## src/rtl/gol_pixel_renderer.sv

```systemverilog
// Game-of-Life pixel renderer: maps raster position to a cell, reads cell RAM, outputs 3-stage aligned colour.
// Optional `GOL_GRIDLINES_EN draws 12'h444 grid lines on cell borders when zoom_q >= 2.
module gol_pixel_renderer #(
    parameter int          GRID_LOG2 = 6,
    parameter logic [11:0] ALIVE_RGB = 12'h0F0,
    parameter logic [11:0] DEAD_RGB  = 12'h000,
    parameter logic [11:0] OUT_RGB   = 12'h222
) (
    input  logic                   clk_in,
    input  logic                   rst,
    input  logic [9:0]             sx,
    input  logic [9:0]             sy,
    input  logic                   hsync_in,
    input  logic                   vsync_in,
    input  logic                   de_in,
    input  logic [2:0]             zoom,
    output logic [2*GRID_LOG2-1:0] cell_addr,
    input  logic                   cell_data,
    output logic [11:0]            rgb,
    output logic                   hsync,
    output logic                   vsync,
    output logic                   de,
    output logic                   frame_done
);

    logic       frame_start;
    logic [2:0] zoom_q;
    logic [2:0] zoom_eff;
    logic [9:0] cell_x;
    logic [9:0] cell_y;
    logic       in_grid;
    logic       fd_hit;
    logic       fd_hit_q;

    // Stage 1 / stage 2 pipeline registers
    logic in_grid_1, de_1, hs_1, vs_1;
    logic in_grid_2, de_2, hs_2, vs_2;

    assign frame_start = (sx == 10'd0) && (sy == 10'd0);
    // The first pixel of a frame already renders with the newly latched zoom.
    assign zoom_eff    = frame_start ? zoom : zoom_q;
    assign cell_x      = sx >> zoom_eff;
    assign cell_y      = sy >> zoom_eff;
    assign in_grid     = ((cell_x >> GRID_LOG2) == 10'd0) && ((cell_y >> GRID_LOG2) == 10'd0);
    assign fd_hit      = (sx == 10'd0) && (sy == 10'd480);

`ifdef GOL_GRIDLINES_EN
    logic [9:0] gl_mask;
    logic       grid_line;
    logic       gl_1, gl_2;

    assign gl_mask   = (10'd1 << zoom_eff) - 10'd1;
    assign grid_line = (zoom_eff >= 3'd2) && (((sx & gl_mask) == 10'd0) || ((sy & gl_mask) == 10'd0));

    always_ff @(posedge clk_in) begin
        if (rst) begin
            gl_1 <= 1'b0;
            gl_2 <= 1'b0;
        end else begin
            gl_1 <= grid_line;
            gl_2 <= gl_1;
        end
    end
`endif

    always_ff @(posedge clk_in) begin
        if (rst) begin
            zoom_q     <= 3'd0;
            cell_addr  <= '0;
            in_grid_1  <= 1'b0;
            de_1       <= 1'b0;
            hs_1       <= 1'b1;
            vs_1       <= 1'b1;
            in_grid_2  <= 1'b0;
            de_2       <= 1'b0;
            hs_2       <= 1'b1;
            vs_2       <= 1'b1;
            rgb        <= 12'h000;
            de         <= 1'b0;
            hsync      <= 1'b1;
            vsync      <= 1'b1;
            fd_hit_q   <= 1'b0;
            frame_done <= 1'b0;
        end else begin
            if (frame_start)
                zoom_q <= zoom;

            // Stage 1: address out; holding it off-grid avoids wrapping onto visible cells.
            if (in_grid)
                cell_addr <= {cell_y[GRID_LOG2-1:0], cell_x[GRID_LOG2-1:0]};
            in_grid_1 <= in_grid;
            de_1      <= de_in;
            hs_1      <= hsync_in;
            vs_1      <= vsync_in;

            // Stage 2: cell_data from the RAM lines up with these registers.
            in_grid_2 <= in_grid_1;
            de_2      <= de_1;
            hs_2      <= hs_1;
            vs_2      <= vs_1;

            // Stage 3: colour decision
            de    <= de_2;
            hsync <= hs_2;
            vsync <= vs_2;
            if (!de_2)
                rgb <= 12'h000;
            else if (!in_grid_2)
                rgb <= OUT_RGB;
`ifdef GOL_GRIDLINES_EN
            else if (gl_2)
                rgb <= 12'h444;
`endif
            else
                rgb <= cell_data ? ALIVE_RGB : DEAD_RGB;

            // Edge-detect so a stalled raster cannot pulse twice in one frame.
            fd_hit_q   <= fd_hit;
            frame_done <= fd_hit && !fd_hit_q;
        end
    end

endmodule

```

## config.mk

```make
export PLATFORM = sky130hd
export DESIGN_NAME = gol_pixel_renderer
export DESIGN_NICKNAME = d
export VERILOG_FILES = /design/src/rtl/gol_pixel_renderer.sv
export SDC_FILE = /design/constraint.sdc
export NUM_CORES = 1
export LEC_CHECK = 0
export BUFFER_PORTS_ARGS = -buffer_cell sky130_fd_sc_hd__buf_2
export CAP_MARGIN = 20
export CORE_UTILIZATION = 45
export CTS_BUF_LIST = sky130_fd_sc_hd__clkbuf_16
export CTS_CLUSTER_DIAMETER = 80
export DETAILED_ROUTE_END_ITERATION = 10
export PLACE_DENSITY = 0.74
export SYNTH_ARGS = -nofsm -noshare
export SYNTH_HDL_FRONTEND = slang
export SYNTH_SLANG_ARGS = --single-unit
```

## constraint.sdc

```tcl
create_clock -name clk_in -period 2.7 [get_ports clk_in]
set_clock_uncertainty 0.05 [all_clocks]
set_input_delay 0.135 -clock clk_in [delete_from_list [all_inputs] [get_ports clk_in]]
set_output_delay 0.135 -clock clk_in [all_outputs]
set_load 0.005 [all_outputs]
```

==> impl_results.md <==
* Status: finished clean
* Post-synth EDFFs at 0
* Top FF cell, synth: dfxtp_1
* Num ports at 57
* CP max FO at 6
* Clk_lat worst skew at 0.28 ns
* Final worst slack at 0.199 ns
* Critical Path, Cell by Cell: buf_2 -> or4_4 -> or4_1 -> nor4_2 -> nor3_1 -> o31ai_4 -> buf_4 -> o211ai_1 -> a311oi_1
* First-pass GRT wire length at 8940 um
* Core area at 4060 um^2
* Gr usage total at 26.5%
* Pwr Density at 492 nW/um^2
* CTS sink cnt at 31
* Comb pwr share at 9.1%
* Arrival @ worst endpoint at 2.62 ns
* Hold Startpoint: de_in
* Tightest Hold Check Type: input port to flop
* Element type at the critical path start: input port
* Cell Area, Synth at 1920 um^2
* Max-slew violations at 0
* Worst path top cell family by delay: simple AND/OR/NAND/NOR gates
* Drt drc at 0
* Vias in the first global route at 1842
* Max Fclk at 400 MHz
* NumNets Final at 312
* Final hold slack at 0.0446 ns
* Slack of the worst reg-to-reg path at 0.30 ns
* WL/cell at 16.1 um
* Commonest non-fill, non-tap cell in the layout: buf_2
* Sequential share of the synthesized area at 32.4%
* Antenna violations before repair at 0
* Final instance count without filler cells at 334
* Total power at 1.20 mW
* Root buffer cell: clkbuf_16
* Minimum clock period at 2.50 ns
* P_leak at 1.04 nW
* YS warnings at 0
* Die Y at 67.2 um
* Largest net degree at the start of global routing at 28
* Chip width at 67.2 um
* Max-cap violations at 0
* Drt via density at 5.87
* Buffers & Inverters on Critical Path at 2
* Final Cycle Share at 92.6%
* CTS tree: built
* Slowest stage delay, CP at 0.58 ns
* Clock network power share at 51.9%
* Rows at 23
* Worst EP required at 2.82 ns
* Die area at 4520 um^2
* CTS clk-pin slew, worst paths at 0.05 ns
* Reg-to-Reg End: cell_addr[5]
* Core Util, Final at 59.9%
* Actual slew at the worst max-slew pin at 0.602 ns
* Net Sw Frac at 21.2%
* DRT iter0 DRCs at 219
* Setup violators final at 0
* CP startpoint: sx[9]
* Flops & latches, synth at 31
* Initial core utilization at 47.2%
* Worst R2R Start: zoom_q[0]
* Share of layout cells above drive strength 1 at 37.0%
* Slowest cell on crit path: or4_1
* Setup WS pre-CTS at -0.0343 ns
* RSZ-0062 raised after global routing: false
* Sequential share of power at 39.0%
* Max FFs per register at 12
* PortBufs at 50
* Net Sw Power at 0.254 mW
* Synthesized instance count at 220
* Largest regs: cell_addr: 12 flops, rgb: 3 flops, zoom_q: 3 flops
* Post-CTS sizing at 0
* Hpwl dp at 4010 um
* Top reg by flops: cell_addr
* Max transition margin at 58.8%
* Most frequent cells in the layout: buf_2 (50), dfxtp_1 (31), buf_4 (22)
* Antenna viol nets, final at 0
* Critical setup path kind: input port to flop
* Worst setup path end: cell_addr[5]
* Reg2Reg Depth at 7
* Pint at 0.942 mW
* Fin. Hold Viols at 0
* Layout area overhead at 27.0%
* CTS max path bufs at 2
* Overflow after GRT at 0
* Antenna diodes at 0
* TritonCTS buffer count at 5
* # H-tree levels at 2
* Vias at 1959
* Synth Area per Inst at 8.71 um^2
* CP Capture Type: flop
* DRT Pass-1 Iters at 4
* Placed Instances at 324
* Synth cell types at 56
* Total wire length at 5380 um
* Peak supply drop at 0.353 mV
* Synth async-reset ratio at 0%
* Final Wtd Congestion at 0.949
* Stages on the worst setup path at 9
[worst min-delay path by stage]
stage           end  slack (ns)  cells past startpoint
2_1_floorplan  hs_1        0.19                      1
3_3_place_gp   hs_1        0.27                      2
3_5_place_dp   hs_1        0.27                      2
4_1_cts        de_1        0.04                      2
5_1_grt        de_1        0.07                      2
6_report       de_1        0.04                      2
[power by group through the flow]
stage          registers (mW)  clock network [mW]  logic [mW]
6_report                0.466               0.621       0.109
5_1_grt                 0.467               0.654       0.120
4_1_cts                 0.466               0.628       0.108
3_5_place_dp            0.476                   0       0.105
3_3_place_gp            0.476                   0       0.103
2_1_floorplan           0.476                   0      0.0575
[synthesized netlist by cell type (all sizes together), types with 2 or more instances]
cell type / number / area share [%]
dfxtp: 31 / 32
buf: 20 / 8.5
o21ai: 20 / 6.2
nand2: 17 / 3.3
nand3: 14 / 3.9
nor2: 12 / 2.4
a311oi: 10 / 4.6
a21oi: 7 / 1.8
mux2i: 6 / 3.1
nor2b: 6 / 2.0
or2: 6 / 2.0
a211oi: 5 / 2.0
a31oi: 5 / 1.6
nor4: 5 / 2.3
and3: 4 / 1.3
inv: 4 / 0.78
nor3: 4 / 1.0
clkbuf: 3 / 0.59
o31ai: 3 / 1.9
a311o: 2 / 1.0
a31o: 2 / 0.91
a32oi: 2 / 0.91
and2: 2 / 0.85
mux2: 2 / 1.4
mux4: 2 / 2.4
nand2b: 2 / 0.65
nand4: 2 / 0.65
o2111ai: 2 / 0.91
o211ai: 2 / 0.78
o21bai: 2 / 0.78
or4: 2 / 0.98
[cells by family (layout without fill, tap and decap cells)]
kind of cell	count (synthesis)	in the layout	share of synthesized area (%)
AOI/OAI and AO/OA	70	70	27.0
buffers and inverters	28	87	10.4
muxes	10	10	6.86
other	1	6	0.196
and+or+nand+nor	80	80	23.1
DFF	31	31	32.4
[stage by stage]
stage,TNS (ns),instance area [um^2]
after global placement,0,2250
after detailed placement,-0.0430,2250
final,0,2430
after floorplan,0,1930
after global routing,0,2430
after CTS,0,2430
[repair_timing]
action                                 CTS  global route
hold buffers                             2             0
endpoints found under the hold margin    2             0
buffers inserted                         0             0
[cell type report]
class                           instances  area [um^2]
Clock inverter                          3         38.8
Sequential cell                        31          621
Inverter                                4         15.0
Tap cell                               50         62.6
Clock buffer                            5          125
Timing Repair Buffer                   75          455
Fill cell                             354         1630
Multi-Input combinational cell        166         1110
[layer usage]
layer / vias up / share of wire [%] / global-route usage [%]
met5: - / 0 / 0
met4: 0 / 1.8 / 8.78
met3: 13 / 7.1 / 5.91
met2: 83 / 49 / 43.5
met1: 912 / 42 / 34.1
li1: 951 / - / -
Power figures use the tool's default switching activity.
